$ cat src/rtl/fetch_stage_pkg.sv
`default_nettype none
// +----------------------------------------------------------------------+
// | fetch_stage_pkg: opcodes, instruction layout, fetch FSM states        |
// | Rev 1.0                                                              |
// +----------------------------------------------------------------------+
package fetch_stage_pkg;

  localparam int DEF_IW = 16;
  localparam int OPC_W  = 4;

  localparam logic [OPC_W-1:0] OP_ADD  = 4'd0;
  localparam logic [OPC_W-1:0] OP_ADDI = 4'd1;
  localparam logic [OPC_W-1:0] OP_SUB  = 4'd2;
  localparam logic [OPC_W-1:0] OP_AND  = 4'd3;
  localparam logic [OPC_W-1:0] OP_LW   = 4'd4;
  localparam logic [OPC_W-1:0] OP_SW   = 4'd5;
  localparam logic [OPC_W-1:0] OP_BNE  = 4'd6;
  localparam logic [OPC_W-1:0] OP_J    = 4'd7;

  typedef enum logic [1:0] {
    ST_IDLE  = 2'd0,
    ST_FETCH = 2'd1,
    ST_HOLD  = 2'd2
  } fetch_state_e;

endpackage
`default_nettype wire

$ cat src/rtl/fetch_stage.sv
`default_nettype none
// +----------------------------------------------------------------------+
// | fetch_stage: PC, instruction-memory requests, one-entry skid, IF/ID   |
// | Rev 1.0                                                              |
// +----------------------------------------------------------------------+
module fetch_stage
  import fetch_stage_pkg::*;
#(
  parameter int              AW       = 8,
  parameter int              IW       = DEF_IW,
  parameter logic [AW-1:0]   RESET_PC = '0
) (
  input  logic              clk,
  input  logic              reset,
  output logic              imem_req,
  output logic [AW-1:0]     imem_addr,
  input  logic [IW-1:0]     imem_rdata,
  input  logic              imem_ready,
  input  logic              stall,
  input  logic              redirect,
  input  logic [AW-1:0]     redirect_pc,
  output logic [IW-1:0]     instr,
  output logic [OPC_W-1:0]  opcode,
  output logic [AW-1:0]     instr_pc,
  output logic              instr_valid
);

  localparam logic [AW-1:0] PC_INC = AW'(1);

  fetch_state_e         state, next_state;
  logic [AW-1:0]        pc;
  logic [IW-1:0]        skid;
  logic [AW-1:0]        skid_pc;
  logic                 skid_valid;

  logic                 take_mem;
  logic                 to_skid;
  logic                 from_skid;
  logic                 bubble;

  always_ff @(posedge clk or posedge reset) begin
    if (reset) begin
      state <= ST_IDLE;
    end else begin
      state <= next_state;
    end
  end

  // Redirect overrides every per-state action, including the skid drain.
  always_comb begin
    next_state = state;
    imem_req   = 1'b0;
    take_mem   = 1'b0;
    to_skid    = 1'b0;
    from_skid  = 1'b0;
    bubble     = 1'b0;
    case (state)
      ST_IDLE: begin
        next_state = ST_FETCH;
      end
      ST_FETCH: begin
        imem_req = 1'b1;
        if (imem_ready && !stall) begin
          take_mem = 1'b1;
        end else if (imem_ready && stall) begin
          to_skid    = 1'b1;
          next_state = ST_HOLD;
        end else if (!stall) begin
          bubble = 1'b1;
        end
      end
      ST_HOLD: begin
        if (!stall) begin
          from_skid  = 1'b1;
          next_state = ST_FETCH;
        end
      end
      default: begin
        next_state = ST_IDLE;
      end
    endcase
    if (redirect) begin
      next_state = ST_FETCH;
      take_mem   = 1'b0;
      to_skid    = 1'b0;
      from_skid  = 1'b0;
      bubble     = 1'b0;
    end
  end

  always_ff @(posedge clk or posedge reset) begin
    if (reset) begin
      pc          <= RESET_PC;
      instr       <= '0;
      instr_pc    <= RESET_PC;
      instr_valid <= 1'b0;
      skid        <= '0;
      skid_pc     <= RESET_PC;
      skid_valid  <= 1'b0;
    end else if (redirect) begin
      pc          <= redirect_pc;
      instr       <= '0;
      instr_valid <= 1'b0;
      skid_valid  <= 1'b0;
    end else begin
      if (take_mem) begin
        instr       <= imem_rdata;
        instr_pc    <= pc;
        instr_valid <= 1'b1;
        pc          <= pc + PC_INC;
      end
      if (to_skid) begin
        skid       <= imem_rdata;
        skid_pc    <= pc;
        skid_valid <= 1'b1;
        pc         <= pc + PC_INC;
      end
      if (bubble) begin
        instr       <= '0;
        instr_valid <= 1'b0;
      end
      if (from_skid) begin
        instr       <= skid;
        instr_pc    <= skid_pc;
        instr_valid <= skid_valid;
        skid_valid  <= 1'b0;
      end
    end
  end

  assign imem_addr = pc;
  assign opcode    = instr[IW-1 -: OPC_W];

endmodule
`default_nettype wire

$ cat config.mk
export PLATFORM = sky130hd
export DESIGN_NAME = fetch_stage
export DESIGN_NICKNAME = d
export VERILOG_FILES = /design/src/rtl/fetch_stage_pkg.sv /design/src/rtl/fetch_stage.sv
export SDC_FILE = /design/constraint.sdc
export NUM_CORES = 1
export LEC_CHECK = 0
export CORE_MARGIN = 8
export CORE_UTILIZATION = 39
export CTS_CLUSTER_DIAMETER = 50
export DETAILED_ROUTE_END_ITERATION = 12
export MAX_ROUTING_LAYER = met4
export PLACE_DENSITY = 0.7
export SLEW_MARGIN = 20
export SYNTH_ARGS = -nofsm -noshare
export SYNTH_HDL_FRONTEND = slang
export SYNTH_SLANG_ARGS = --single-unit
$ cat constraint.sdc
create_clock -name clk -period 2.3 [get_ports clk]
set_clock_uncertainty 0.1 [all_clocks]
set_input_delay 0.575 -clock clk [delete_from_list [all_inputs] [get_ports clk]]
set_output_delay 0.575 -clock clk [all_outputs]
set_load 0.005 [all_outputs]
==> flow_metrics.py <==
metrics = {
    "die": {
        "coreArea_um2": 6790,
        "ios": 67,
        "fp.dieH_um": 100,
        "num_rows": 30,
        "start_util_pct": 40.5,
        "dieArea_um2": 9990,
        "fp.dieW_um": 100,
    },
    "synthesis": {
        "yosysWarnings": 0,
        "synth_area_um2": 2750,
        "synth_seq_cells": 60,
        "yosys-top-cells-count": "60 x dfrtp_1, 40 x mux2_2, 16 x a221o_1, 16 x and2_1, 11 x nand2_1",
        "synth_nets": 242,
        "ys_seq_area_share_pct": 54.6,
        "synth_most_common_cell": "dfrtp_1",
        "synthTopCellsByArea": "dfrtp_1 55%, mux2_2 16%, a221o_1 5.8%",
        "synthCells": 212,
        "yosysTopAreaCell": "dfrtp_1",
        "syn-mean-instance-area_um2": 13.0,
        "ys.flop_type": "dfrtp_1",
        "synth.top_cell.area_share_pct": 54.6,
        "async_flop_share_pct": 100,
        "synth.distinct_cells": 41,
        "synth_edf_count": 0,
    },
    "power": {
        "power_leakage_nw": 1.63,
        "p_int_w": 0.00238,
        "p_sw_share_pct": 23.1,
        "combPwrFrac_pct": 18.0,
        "p_clk_share_pct": 38.1,
        "seqPwrFrac_pct": 43.8,
        "powerDensity_nw_per_um2": 802,
        "power.switching_w": 0.000714,
        "ir_worst_vdd_uv": 366,
    },
    "timing": {
        "final.period_utilization_pct": 97.4,
        "fin_crit_ns": 2.24,
        "max_freq_ghz": 0.446,
        "slew_violations": 0,
        "setup_viol": 0,
        "worst_slack_ns": 0.0594,
        "hold_ws_ns": 0.397,
        "slew_headroom_pct": 69.7,
        "finalHoldViolCount": 0,
        "tightest_slew_ns": 0.449,
        "rsz0062_at_grt": "no",
    },
    "global_route": {
        "grt_max_degree": 61,
        "grtUsageMet3_pct": 3.04,
        "grtUsageMet1_pct": 16.9,
        "grt_pass1_vias": 2093,
        "busiest_layer": "met2",
        "grt_use_total_pct": 13.9,
        "grt_first_pass_wirelength_um": 10500,
        "overflow": 0,
        "grtUsageMet2_pct": 21.0,
        "antenna_found_initial": 0,
    },
    "final_layout": {
        "final_cells": 395,
        "syn2layout_area_growth_pct": 40.5,
        "final_nets": 324,
        "stdcell_area_um2": 3860,
        "final_layout_size_suffix_gt1_share_pct": 28.4,
        "num_antenna_cells": 0,
        "fill_cells": 566,
    },
    "route": {
        "drc": 0,
        "dr.pass1.iters": 4,
        "drtIter0Drc": 70,
        "wl_per_cell_um": 16.4,
        "final_antenna_net_count": 0,
        "via_per_inst": 5.03,
        "wl_um": 6460,
        "num_vias": 1988,
    },
    "worst_setup_path": {
        "r2r_start": "state[1]",
        "rr_worst_depth": 4,
        "crit_required_ns": 1.62,
        "slowest_stage": "clkdlybuf4s50_1",
        "crit_arrival_ns": 1.57,
        "crit_chain": "and2b_1 -> clkdlybuf4s50_1",
        "max_stage_delay_ns": 0.51,
        "r2r_end": "instr_pc[2]",
        "worstSetupEndpointType": "output port",
        "worstSetupPathType": "flop to output port",
        "crit_start": "state[1]",
        "startpoint_type": "flop",
        "r2r_slack_ns": 0.44,
        "cp_max_fo": 9,
    },
    "cts": {
        "clk_pin_slew_ns": 0.07,
        "cts-root-buf": "clkbuf_8",
        "post-cts-setup-buffers": 0,
        "htree_num_levels": 3,
        "cts_sinks": 60,
        "cts_buffers": 9,
        "cts_hold_buf": 0,
        "clk_latency_ns": 0.33,
        "cts_tree": "done",
        "clk_path_buf_depth": 2,
    },
    "run_status": {
        "run_status": "completed",
    },
    "job": {
        "max_cap_violations": 0,
    },
    "hold_path": {
        "min_path_type": "flop to flop",
        "min_path_cells": 1,
        "min_to": "skid[14]",
        "hold_start": "skid[14]",
    },
    "place": {
        "port_buffers": 66,
        "placed_cell_area_um2": 3610,
        "dp_slack_ns": -0.0946,
        "place.gp.congestion": 0.892,
        "dp_cells": 379,
        "dp_hpwl_um": 4600,
    },
}
==> state kept, by name, indices dropped and copies added, names as in the netlist <==
| register | flops |
|---|---|
| skid_pc | 8 |
| skid | 16 |
| instr | 16 |
| instr_pc | 8 |
| state | 2 |
| imem_addr | 8 |
| skid_valid | 1 |
| instr_valid | 1 |
==> routing by layer <==
layer | share of wire, % | wire, um | vias up
met5 | 0 | 0 | -
met4 | 2.2 | 140 | 0
met3 | 5.1 | 332 | 13
met2 | 47 | 3040 | 60
met1 | 46 | 2950 | 972
li1 | - | - | 943
==> worst max-delay path, delay by kind of cell, from the launching register on <==
family | cells | cell delay, ns
AND/OR/NAND/NOR | 1 | 0.24
buffers and inverters | 1 | 0.51
flip-flops | 1 | 0.48
==> timing repair <==
item / in CTS / in global routing
endpoints found under the hold margin: 0 / 0
gates resized for setup: 1 / 0
setup endpoints to repair: 1 / 0
==> worst max path at each step <==
stage	cells past startpoint	slack (ns)	to
2_1_floorplan	1	0.14	imem_addr[0]
3_3_place_gp	6	-0.05	skid[3]
3_5_place_dp	5	-0.09	instr_pc[0]
4_1_cts	2	0.06	imem_req
5_1_grt	2	0.03	imem_req
6_report	2	0.06	imem_req
==> stage by stage <==
stage	util [%]	TNS, ns	power, W
floorplan	-	0	0.00163
global placement	53.1	-1.02	0.00192
detailed placement	53.1	-1.56	0.00194
CTS	56.8	0	0.00313
global route	56.8	0	0.00324
finish	56.8	0	0.00310
==> kinds of logic after synthesis <==
| group | count (synthesis) | synth area share [%] |
|---|---|---|
| simple gates | 50 | 11.6 |
| mux | 41 | 16.8 |
| buf+inv | 19 | 4.01 |
| xor+xnor | 3 | 0.956 |
| fa+ha+maj | 1 | 0.455 |
| compound gates | 38 | 11.7 |
| flops | 60 | 54.6 |
==> cell type report <==
class	instances	area, um2	area share, %
Inverter	4	15.0	0.389
Timing Repair Buffer	86	836	21.6
Clock inverter	4	95.1	2.46
Tap cell	96	120	3.11
Clock buffer	12	155	4.02
Sequential cell	60	1500	38.9
Multi-Input combinational cell	133	1140	29.5
==> power by group through the flow <==
stage / registers (W) / logic, W / clock network [W]
4_1_cts: 0.00136 / 0.000572 / 0.00120
2_1_floorplan: 0.00135 / 0.000282 / 0
3_5_place_dp: 0.00137 / 0.000565 / 0
3_3_place_gp: 0.00137 / 0.000549 / 0
5_1_grt: 0.00138 / 0.000611 / 0.00124
6_report: 0.00136 / 0.000559 / 0.00118
==> cells in the final DEF, fill, tap and decap left out, types with 3 or more instances in the layout <==
cell             Yosys  routed
nor2_1               3       3
nand3_1              4       4
a31oi_1              3       3
mux2_2              40      40
clkdlybuf4s50_1      0      66
o21ai_0              7       7
nand2_1             11      11
a221o_1             16      16
dfrtp_1             60      59
clkbuf_8             0      11
buf_4                4      18
bufinv_16            0       3
and2_1              16      16
inv_1                4       3
No activity file was read; power rests on OpenSTA's default activity.
==> patch, RTL diff (config.mk and constraints unchanged) <==
The package constant `OPC_W` goes from 4 to 5.
--- a/src/rtl/fetch_stage_pkg.sv
+++ b/src/rtl/fetch_stage_pkg.sv
@@ -6,7 +6,7 @@
 package fetch_stage_pkg;
 
   localparam int DEF_IW = 16;
-  localparam int OPC_W  = 4;
+  localparam int OPC_W  = 5;
 
   localparam logic [OPC_W-1:0] OP_ADD  = 4'd0;
   localparam logic [OPC_W-1:0] OP_ADDI = 4'd1;
Ports: changed (resized opcode); port bits go from 67 to 68. No check against the original RTL was run, so the function may have changed too.
==> patch against the unedited design <==
  * Cell area rose by 0.65%
  * Synthesized cell count up 0.47%
  * Sequential cell count is the same
  * Count of clock-buffer cells in the layout down 2
  * Routed wire length shrank 6.0%
  * Worst hold slack hardly changed
  * Highest routed layer unchanged
  * Synthesized area increased by 0.27%
  * Global-route usage decreased by 0.88 points
  * Setup slack better by 33 ps
  * Via count shrank 1.7%
  * Power shrank 0.78%
==> patch: results (changes against the unedited design) <==
Parameter                              Value

Run status
  Result of the run ... completed (unchanged)

Placed design
  Worst slack after detailed placement ... -111 ps (was -94.6 ps)
  IO Port Bufs ... 67 (was 66)

Power
  Max rail drop VDD ... 0.342 mV (was 0.366 mV)
  Leakage power summed over all cells ... 1.62 nW (was 1.63 nW)

Layout
  Clock-cell share ... 6.41% (was 6.48%)
  Share of final-layout standard cells stronger than drive strength 1 ... 28.3% (was 28.4%)
  Number of signal-net buffers in the layout ... 84 (was 86)
  Count of clock-net buffers in the final layout ... 10 (was 12)
  Seq area share ... 38.7% (was 38.9%)
  Layout Nets ... 322 (was 324)
  Final-layout non-clock buffer area share ... 22.2% (was 21.6%)

Timing
  Pin slew with the least headroom to its limit ... 308 ps (was 449 ps)

Route
  Length of routed wiring on met1 ... 2890 um (was 2950 um)
  Vias per cell ... 4.97 (was 5.03)
  Met2 wire length ... 2760 um (was 3040 um)
  Iteration-0 DRC count of the detailed router ... 51 (was 70)

Logic synthesis
  Sequential share of the synthesized area ... 54.5% (was 54.6%)

Worst hold path
  Startpoint of the tightest hold check path ... skid[1]$_DFFE_PP0P_ (was skid[14]$_DFFE_PP0P_)

Global routing
  Met2 demand-to-capacity share in global routing ... 19.7% (was 21.0%)
  Met1 routing resource usage after global routing ... 16.0% (was 16.9%)
  Met3 GRT Util ... 4.08% (was 3.04%)
  Wire length of the first global-routing pass ... 10,000 um (was 10,500 um)

Critical path
  Register-to-Register Setup Slack ... 460 ps (was 440 ps)
  Critical register-to-register path startpoint ... state[0]$_DFFE_PP0P_ (was state[1]$_DFFE_PP0P_)
  R2r endpoint ... instr_pc[1]$_DFFE_PP0P_ (was instr_pc[2]$_DFFE_PP0P_)
patch: stage by stage:
stage	TNS (ps)	instance area, sq um	utilization [%]	std cells	hold slack (ps)
after floorplan	0	2760	-	213	372
after global placement	-1300	3630	53.2	377	380
after detailed placement	-2290	3630	53.2	377	387
after CTS	0	3880	56.9	393	400
after global routing	0	3890	56.9	393	417
final	0	3890	56.9	393	397
patch: cells by family (layout without fill, tap and decap cells):
group | count (synthesis) | in the layout | share of synthesized area (%)
xor+xnor | 3 | 3 | 0.953
compound gates | 38 | 38 | 11.6
flops | 60 | 60 | 54.5
mux | 41 | 41 | 16.7
buf+inv | 20 | 104 | 4.27
simple gates | 50 | 50 | 11.5
fa+ha+maj | 1 | 1 | 0.454
patch: where the power goes:
| part | internal [mW] | switching (mW) |
|---|---|---|
| logic | 0.370 | 0.186 |
| clock network | 0.749 | 0.414 |
| registers | 1.24 | 0.115 |
patch: repair_timing:
item,CTS,global route
setup endpoints to repair,1,1
gates cloned,0,0
gates resized for setup,1,1
